[src/rtl/riscv_pkg.sv]
// Shared definitions for the RV32 fetch-side blocks.
//
// Contents:
//   - redirect_mode encodings driven by the control/branch unit
//   - pc_unit FSM state encoding (exposed on pc_unit.state)
//   - default reset and trap vectors for the 1 KiB instruction memory
package riscv_pkg;

  // Redirect kinds carried on redirect_mode.
  localparam logic [1:0] REDIR_BRANCH = 2'b00;
  localparam logic [1:0] REDIR_JAL    = 2'b01;
  localparam logic [1:0] REDIR_JALR   = 2'b10;
  localparam logic [1:0] REDIR_TRAP   = 2'b11;

  // Fetch FSM. BOOT exists only to give one bubble after reset release.
  typedef enum logic [1:0] {
    BOOT   = 2'd0,
    RUN    = 2'd1,
    HALTED = 2'd2
  } pc_state_e;

  // Default vectors. Both must stay 4-byte aligned.
  localparam int unsigned DEFAULT_RESET_VEC = 32'h0000_0000;
  localparam int unsigned DEFAULT_TRAP_VEC  = 32'h0000_03F0;

endpackage : riscv_pkg

[src/rtl/pc_target_calc.sv]
// Redirect target calculator.
//
// Purely combinational. Sign-extends (or truncates) the immediate to the
// address width, adds it to either the current PC (BRANCH/JAL) or rs1
// (JALR), clears bit 0 for JALR, and flags a target that is not 4-byte
// aligned. All arithmetic wraps modulo 2^ADDR_W with no overflow flag.
//
// Ports:
//   pc          in   ADDR_W  current fetch address (BRANCH/JAL base)
//   mode        in   2       redirect kind (riscv_pkg REDIR_*)
//   offset      in   IMM_W   signed immediate
//   base        in   ADDR_W  rs1 value for JALR
//   target      out  ADDR_W  computed redirect target
//   misaligned  out  1       target[1:0] != 0 (after JALR bit-0 clear)
module pc_target_calc
  import riscv_pkg::*;
#(
  parameter int ADDR_W = 10,
  parameter int IMM_W  = 20
) (
  input  logic [ADDR_W-1:0] pc,
  input  logic [1:0]        mode,
  input  logic [IMM_W-1:0]  offset,
  input  logic [ADDR_W-1:0] base,
  output logic [ADDR_W-1:0] target,
  output logic              misaligned
);

  logic [ADDR_W-1:0] off_ext;
  logic [ADDR_W-1:0] add_base;
  logic [ADDR_W-1:0] sum;
  logic              is_jalr;

  // Fit the immediate to the address width. A wider immediate is simply
  // truncated: modulo-2^ADDR_W addition gives the same result either way.
  if (IMM_W >= ADDR_W) begin : g_trunc
    assign off_ext = offset[ADDR_W-1:0];
    if (IMM_W > ADDR_W) begin : g_hi
      // High immediate bits cannot affect a modulo-2^ADDR_W sum.
      logic unused_offset_hi;
      assign unused_offset_hi = ^offset[IMM_W-1:ADDR_W];
    end
  end else begin : g_sext
    assign off_ext = {{(ADDR_W-IMM_W){offset[IMM_W-1]}}, offset};
  end

  assign is_jalr  = (mode == REDIR_JALR);
  assign add_base = is_jalr ? base : pc;
  assign sum      = add_base + off_ext;

  // JALR drops bit 0 before the alignment check, so an odd rs1+imm can
  // still land on a legal target; bit 1 set remains a misalignment.
  always_comb begin
    target = sum;
    if (is_jalr) begin
      target[0] = 1'b0;
    end
  end

  assign misaligned = (target[1:0] != 2'b00);

endmodule : pc_target_calc

[src/rtl/pc_unit.sv]
// Program counter for the RV32 fetch stage.
//
// Holds the fetch address, steps it by 4 when instruction memory accepts
// the current request, and applies branch/JAL/JALR/trap redirects. A
// misaligned redirect target is converted into a jump to TRAP_VEC with a
// one-cycle misalign pulse and the offending address captured. A small
// BOOT/RUN/HALTED FSM gates pc_valid and implements halt/resume.
//
// Fetch handshake: pc_out is a request whenever pc_valid=1; it is
// consumed on a rising edge where pc_valid=1, fetch_ready=1 and stall=0,
// and only then does the PC advance to pc_out+4. With pc_valid=1 the PC
// is held stable until consumed, except that a redirect flushes it
// (replaces it) regardless of fetch_ready/stall.
//
// Ports:
//   clk             in   1       clock, rising edge
//   reset           in   1       asynchronous active-low reset
//   fetch_ready     in   1       instruction memory accepts pc_out
//   stall           in   1       hold PC (hazard)
//   redirect_valid  in   1       redirect request present
//   redirect_mode   in   2       00 BRANCH, 01 JAL, 10 JALR, 11 TRAP
//   offset          in   IMM_W   signed immediate
//   base            in   ADDR_W  rs1 value for JALR
//   halt            in   1       request halt
//   resume          in   1       leave halt
//   pc_out          out  ADDR_W  current fetch address
//   pc_plus4        out  ADDR_W  pc_out+4 (link value), combinational
//   pc_valid        out  1       pc_out is a valid fetch request
//   misalign        out  1       one-cycle pulse: redirect target misaligned
//   misalign_addr   out  ADDR_W  last misaligned target
//   state           out  2       FSM state (debug visibility)
module pc_unit
  import riscv_pkg::*;
#(
  parameter int          ADDR_W    = 10,
  parameter int          IMM_W     = 20,
  parameter int unsigned RESET_VEC = DEFAULT_RESET_VEC,
  parameter int unsigned TRAP_VEC  = DEFAULT_TRAP_VEC
) (
  input  logic              clk,
  input  logic              reset,
  input  logic              fetch_ready,
  input  logic              stall,
  input  logic              redirect_valid,
  input  logic [1:0]        redirect_mode,
  input  logic [IMM_W-1:0]  offset,
  input  logic [ADDR_W-1:0] base,
  input  logic              halt,
  input  logic              resume,
  output logic [ADDR_W-1:0] pc_out,
  output logic [ADDR_W-1:0] pc_plus4,
  output logic              pc_valid,
  output logic              misalign,
  output logic [ADDR_W-1:0] misalign_addr,
  output pc_state_e         state
);

  localparam logic [ADDR_W-1:0] RESET_PC = RESET_VEC[ADDR_W-1:0];
  localparam logic [ADDR_W-1:0] TRAP_PC  = TRAP_VEC[ADDR_W-1:0];

  logic [ADDR_W-1:0] pc_q;
  pc_state_e         state_q;
  logic              misalign_q;
  logic [ADDR_W-1:0] misalign_addr_q;

  logic [ADDR_W-1:0] target;
  logic              target_misaligned;
  logic              is_trap;
  logic              is_flow_redirect;
  logic              advance;

  pc_target_calc #(
    .ADDR_W (ADDR_W),
    .IMM_W  (IMM_W)
  ) u_target_calc (
    .pc         (pc_q),
    .mode       (redirect_mode),
    .offset     (offset),
    .base       (base),
    .target     (target),
    .misaligned (target_misaligned)
  );

  assign is_trap          = redirect_valid && (redirect_mode == REDIR_TRAP);
  assign is_flow_redirect = redirect_valid && (redirect_mode != REDIR_TRAP);
  assign advance          = fetch_ready && !stall;

  // Single FSM + PC register. Priority in RUN: trap > halt > flow
  // redirect > hold (stall / not ready) > sequential step.
  always_ff @(posedge clk or negedge reset) begin
    if (!reset) begin
      pc_q            <= RESET_PC;
      state_q         <= BOOT;
      misalign_q      <= 1'b0;
      misalign_addr_q <= '0;
    end else begin
      misalign_q <= 1'b0;
      case (state_q)
        BOOT: begin
          state_q <= RUN;
        end

        RUN: begin
          if (is_trap) begin
            pc_q <= TRAP_PC;
          end else if (halt) begin
            state_q <= HALTED;
          end else if (is_flow_redirect) begin
            if (target_misaligned) begin
              pc_q            <= TRAP_PC;
              misalign_q      <= 1'b1;
              misalign_addr_q <= target;
            end else begin
              pc_q <= target;
            end
          end else if (advance) begin
            pc_q <= pc_plus4;
          end
        end

        HALTED: begin
          // Only a trap or a clean resume leaves HALTED; halt wins a tie.
          if (is_trap) begin
            pc_q    <= TRAP_PC;
            state_q <= RUN;
          end else if (resume && !halt) begin
            state_q <= RUN;
          end
        end

        default: begin
          state_q <= BOOT;
        end
      endcase
    end
  end

  assign pc_out        = pc_q;
  assign pc_plus4      = pc_q + ADDR_W'(4);
  assign pc_valid      = (state_q == RUN);
  assign misalign      = misalign_q;
  assign misalign_addr = misalign_addr_q;
  assign state         = state_q;

endmodule : pc_unit
[config.mk]
export PLATFORM = sky130hd
export DESIGN_NAME = pc_unit
export DESIGN_NICKNAME = d
export VERILOG_FILES = /design/src/rtl/riscv_pkg.sv /design/src/rtl/pc_target_calc.sv /design/src/rtl/pc_unit.sv
export SDC_FILE = /design/constraint.sdc
export NUM_CORES = 1
export LEC_CHECK = 0
export CAP_MARGIN = 20
export CORE_UTILIZATION = 39
export CTS_CLUSTER_SIZE = 25
export DETAILED_ROUTE_END_ITERATION = 12
export PLACE_DENSITY = 0.8
export REMOVE_ABC_BUFFERS = 1
export SYNTH_ARGS = -nofsm -noshare
export SYNTH_HDL_FRONTEND = slang
export SYNTH_SLANG_ARGS = --single-unit
[constraint.sdc]
create_clock -name clk -period 6.6 [get_ports clk]
set_input_delay 0.66 -clock clk [delete_from_list [all_inputs] [get_ports clk]]
set_output_delay 0.66 -clock clk [all_outputs]
set_load 0.05 [all_outputs]
==> impl_results.md <==
- Status: completed
- Post-Synth Adder-Cell Area: 10.2%
- Reg power frac: 20.0%
- Core area: 4380 sq um
- Synth warnings: 0
- Clock transition at path regs: 80 ps
- CTS Buf Count: 3
- Compound-Gate Fraction of Synth Area: 20.1%
- Post-synthesis instance total: 213
- Die X: 69.8 um
- Post-route DRC: 0
- Setup crit end: misalign_addr[8]$_DFFE_PN0P_
- Simple-gate area share of the yosys netlist: 22.9%
- Skew-Pair Late Insertion Delay: 270 ps
- Int Power: 0.000580 W
- XOR/XNOR share of the synthesized area: 6.85%
- Yosys top cell area share: 32.1%
- Nets: 327
- Initial antenna violation count: 0
- Worst R2R Start: pc_out[0]$_DFFE_PN0P_
- Row count: 24
- Area Growth Syn to Fin: 40.0%
- Ranking of synthesized cells by area: dfrtp_1, nand2_1, ha_1
- Met1 usage: 27.0%
- Sw Share: 55.5%
- Highest ir drop seen on vdd: 188 uV
- Crit path time final: 3780 ps
- DRT antenna net count: 0
- Clock Skew: 8.38 ps
- Max-cap violations: 0
- GRT overflow: 0
- Final-layout fill cell count: 408
- Post-DP HPWL: 3.70 mm
- Clock tree from TritonCTS: done
- Worst R2R Setup Slack: 3770 ps
- Starting DRT DRC Count: 116
- M2 GR Usage: 31.4%
- Ys flop type: dfrtp_1
- Reg2Reg Depth: 8
- First-pass GRT wire length: 7.65 mm
- Gate power share: 72.9%
- Vias in the first global route: 1624
- Clk sinks: 23
- Setup tns final: 0 ps
- Diode count: 0
- Worst setup SP type: input port
- Met3 Resource Use GR: 1.89%
- Max frequency: 265 MHz
- Largest family of logic cells by synthesized area: simple AND/OR/NAND/NOR gates
- Endpoints failing hold: 0
- Mux share of post-synthesis cell area: 3.21%
- Die Height: 69.8 um
- Final worst path period share: 57.2%
- DRT Pass-1 Iters: 4
- PostCTS Resize Cnt: 0
- Leakage dissipation: 1.14 nW
- Crit path from: redirect_mode[0]
- Clock power frac: 7.1%
- Psw: 0.000723 W
- Seq/Total Area, Yosys: 32.1%
- DR WL/cell: 14.3 um
- H-Tree Depth: 1
- Fraction of final layout cells sized beyond drive strength 1: 5.49%
- Routed WL: 4.66 mm
- RD Place Congestion: 0.820
- Mapped Area: 1790 sq um
- DIE AREA: 4870 sq um
- # IOs: 73
- Largest net degree at the start of global routing: 24
- Post-route total power: 0.00130 W
- WS Path Type: input port to flip-flop
- # setup viols final: 0
- Avg Cell Area, Syn: 8.41 sq um
- Crit. End Element: flip-flop
- Post-synth ARST share: 100%
- Yosys top cell by area: dfrtp_1
- Arrival time worst endpoint: 3930 ps
- Hold Buf Count CTS: 0
- Post-CTS setup buffers: 0
- PortBufs: 62
- Distinct cells, synth: 50
- Reg2reg end: misalign_addr[8]$_DFFE_PN0P_
- Final Max Slew Viols: 0
- Vias per cell: 5.43
- Worst Tran Pin Value: 499 ps
- Worst min path class: flip-flop to flip-flop
- Worst slew margin: 66.6%
- RSZ-0062 raised after global routing: no
- Initial Util: 40.8%
- Most Crowded Layer GR: met2
- Total GRT Usage: 19.4%
- WP data required: 6760 ps
- Number of synthesized flops with an enable pin: 0
- Seq cells post-synth: 23
- Highest net fanout along the worst path: 14
- Root buffer cell: clkbuf_8
- Total vias in the final route: 1766
- Power per Cell Area: 520 nW/um^2
- CTS max path bufs: 2
## cell usage in the layout, fill, tap and decap left out, types with 3 or more instances in the layout
cell	Yosys	layout
nand2_1	51	51
a21oi_1	11	11
clkdlybuf4s50_1	0	62
xnor2_1	8	8
xor2_1	6	6
a221oi_1	3	3
mux2_2	3	3
nand3_1	6	6
nor2_1	10	10
clkbuf_8	0	3
o21ai_0	11	11
a21o_1	6	6
nand2b_1	4	4
and3_1	3	3
dfrtp_1	23	23
ha_1	13	13
inv_1	9	9
## critical path: stages
cell	delay [ps]
clkdlybuf4s50_1	480
nand2b_1	400
nand2_1	160
nand2_1	60
ha_1	210
fa_1	560
a21oi_1	50
or4_1	740
clkinv_1	240
mux2_2	360
## routing by layer
layer,up-vias,share of wire (%),routed length [um]
li1,874,-,-
met1,822,45,2110
met2,66,47,2210
met3,4,6.0,280
met4,0,1.3,59
met5,-,0,0
## per-stage QoR
step | cells | util [%] | cell area, sq um | worst slack [ps] | hold WS, ps
global placement | 320 | 55.5 | 2430 | 2590 | 460
floorplan | 206 | - | 1750 | 3450 | 364
detailed placement | 320 | 55.5 | 2430 | 2550 | 464
finish | 325 | 57.2 | 2510 | 2820 | 488
global route | 325 | 57.2 | 2510 | 2620 | 519
CTS | 324 | 56.5 | 2480 | 2830 | 485
## sequential cells by signal, summed over array words and instances (netlist names)
register / flops
state: 2
pc_out: 10
misalign: 1
misalign_addr: 10
## logic make-up after synthesis
family                   Yosys count
AND/OR/NAND/NOR                   89
AO/OA/AOI/OAI                     51
flip-flops                        23
buffers and inverters             17
XOR/XNOR                          14
adder cells (fa/ha/maj)           14
multiplexers                       5
## worst min path at each step
stage,depth (start not counted),slack [ps],endpoint,startpoint
2_1_floorplan,0,360,misalign$_DFF_PN0_,reset
3_3_place_gp,2,460,misalign_addr[1]$_DFFE_PN0P_,misalign_addr[1]$_DFFE_PN0P_
3_5_place_dp,2,460,misalign_addr[4]$_DFFE_PN0P_,misalign_addr[4]$_DFFE_PN0P_
4_1_cts,2,490,misalign_addr[4]$_DFFE_PN0P_,misalign_addr[4]$_DFFE_PN0P_
5_1_grt,2,520,misalign_addr[4]$_DFFE_PN0P_,misalign_addr[4]$_DFFE_PN0P_
6_report,2,490,misalign_addr[5]$_DFFE_PN0P_,misalign_addr[5]$_DFFE_PN0P_
## area by class of cell
type	count	area, sq um	share of cell area, %
Multi-Input combinational cell	173	1130	45.2
Inverter	10	37.5	1.50
Clock inverter	1	5.00	0.200
Tap cell	52	65.1	2.60
Timing Repair Buffer	63	648	25.9
Clock buffer	3	41.3	1.65
Sequential cell	23	576	23.0
## cell usage after synthesis, drive strengths merged, types with 3 or more instances
library cell,count
dfrtp,23
nand2,51
ha,13
nand3,6
mux2,3
a21oi,11
a21o,6
nand2b,4
inv,9
and3,3
xor2,6
nor2,10
buf,5
o22ai,3
a221oi,3
xnor2,8
o21ai,11
## power groups by stage
| stage | Clock [W] | Combinational (W) | Sequential, W |
|---|---|---|---|
| 2_1_floorplan | 0 | 0.000463 | 0.000449 |
| 3_3_place_gp | 0 | 0.000925 | 0.000262 |
| 3_5_place_dp | 0 | 0.000942 | 0.000264 |
| 4_1_cts | 0.0000920 | 0.000945 | 0.000261 |
| 5_1_grt | 0.000101 | 0.00100 | 0.000272 |
| 6_report | 0.0000927 | 0.000950 | 0.000260 |
(Power assumes the default switching activity.)
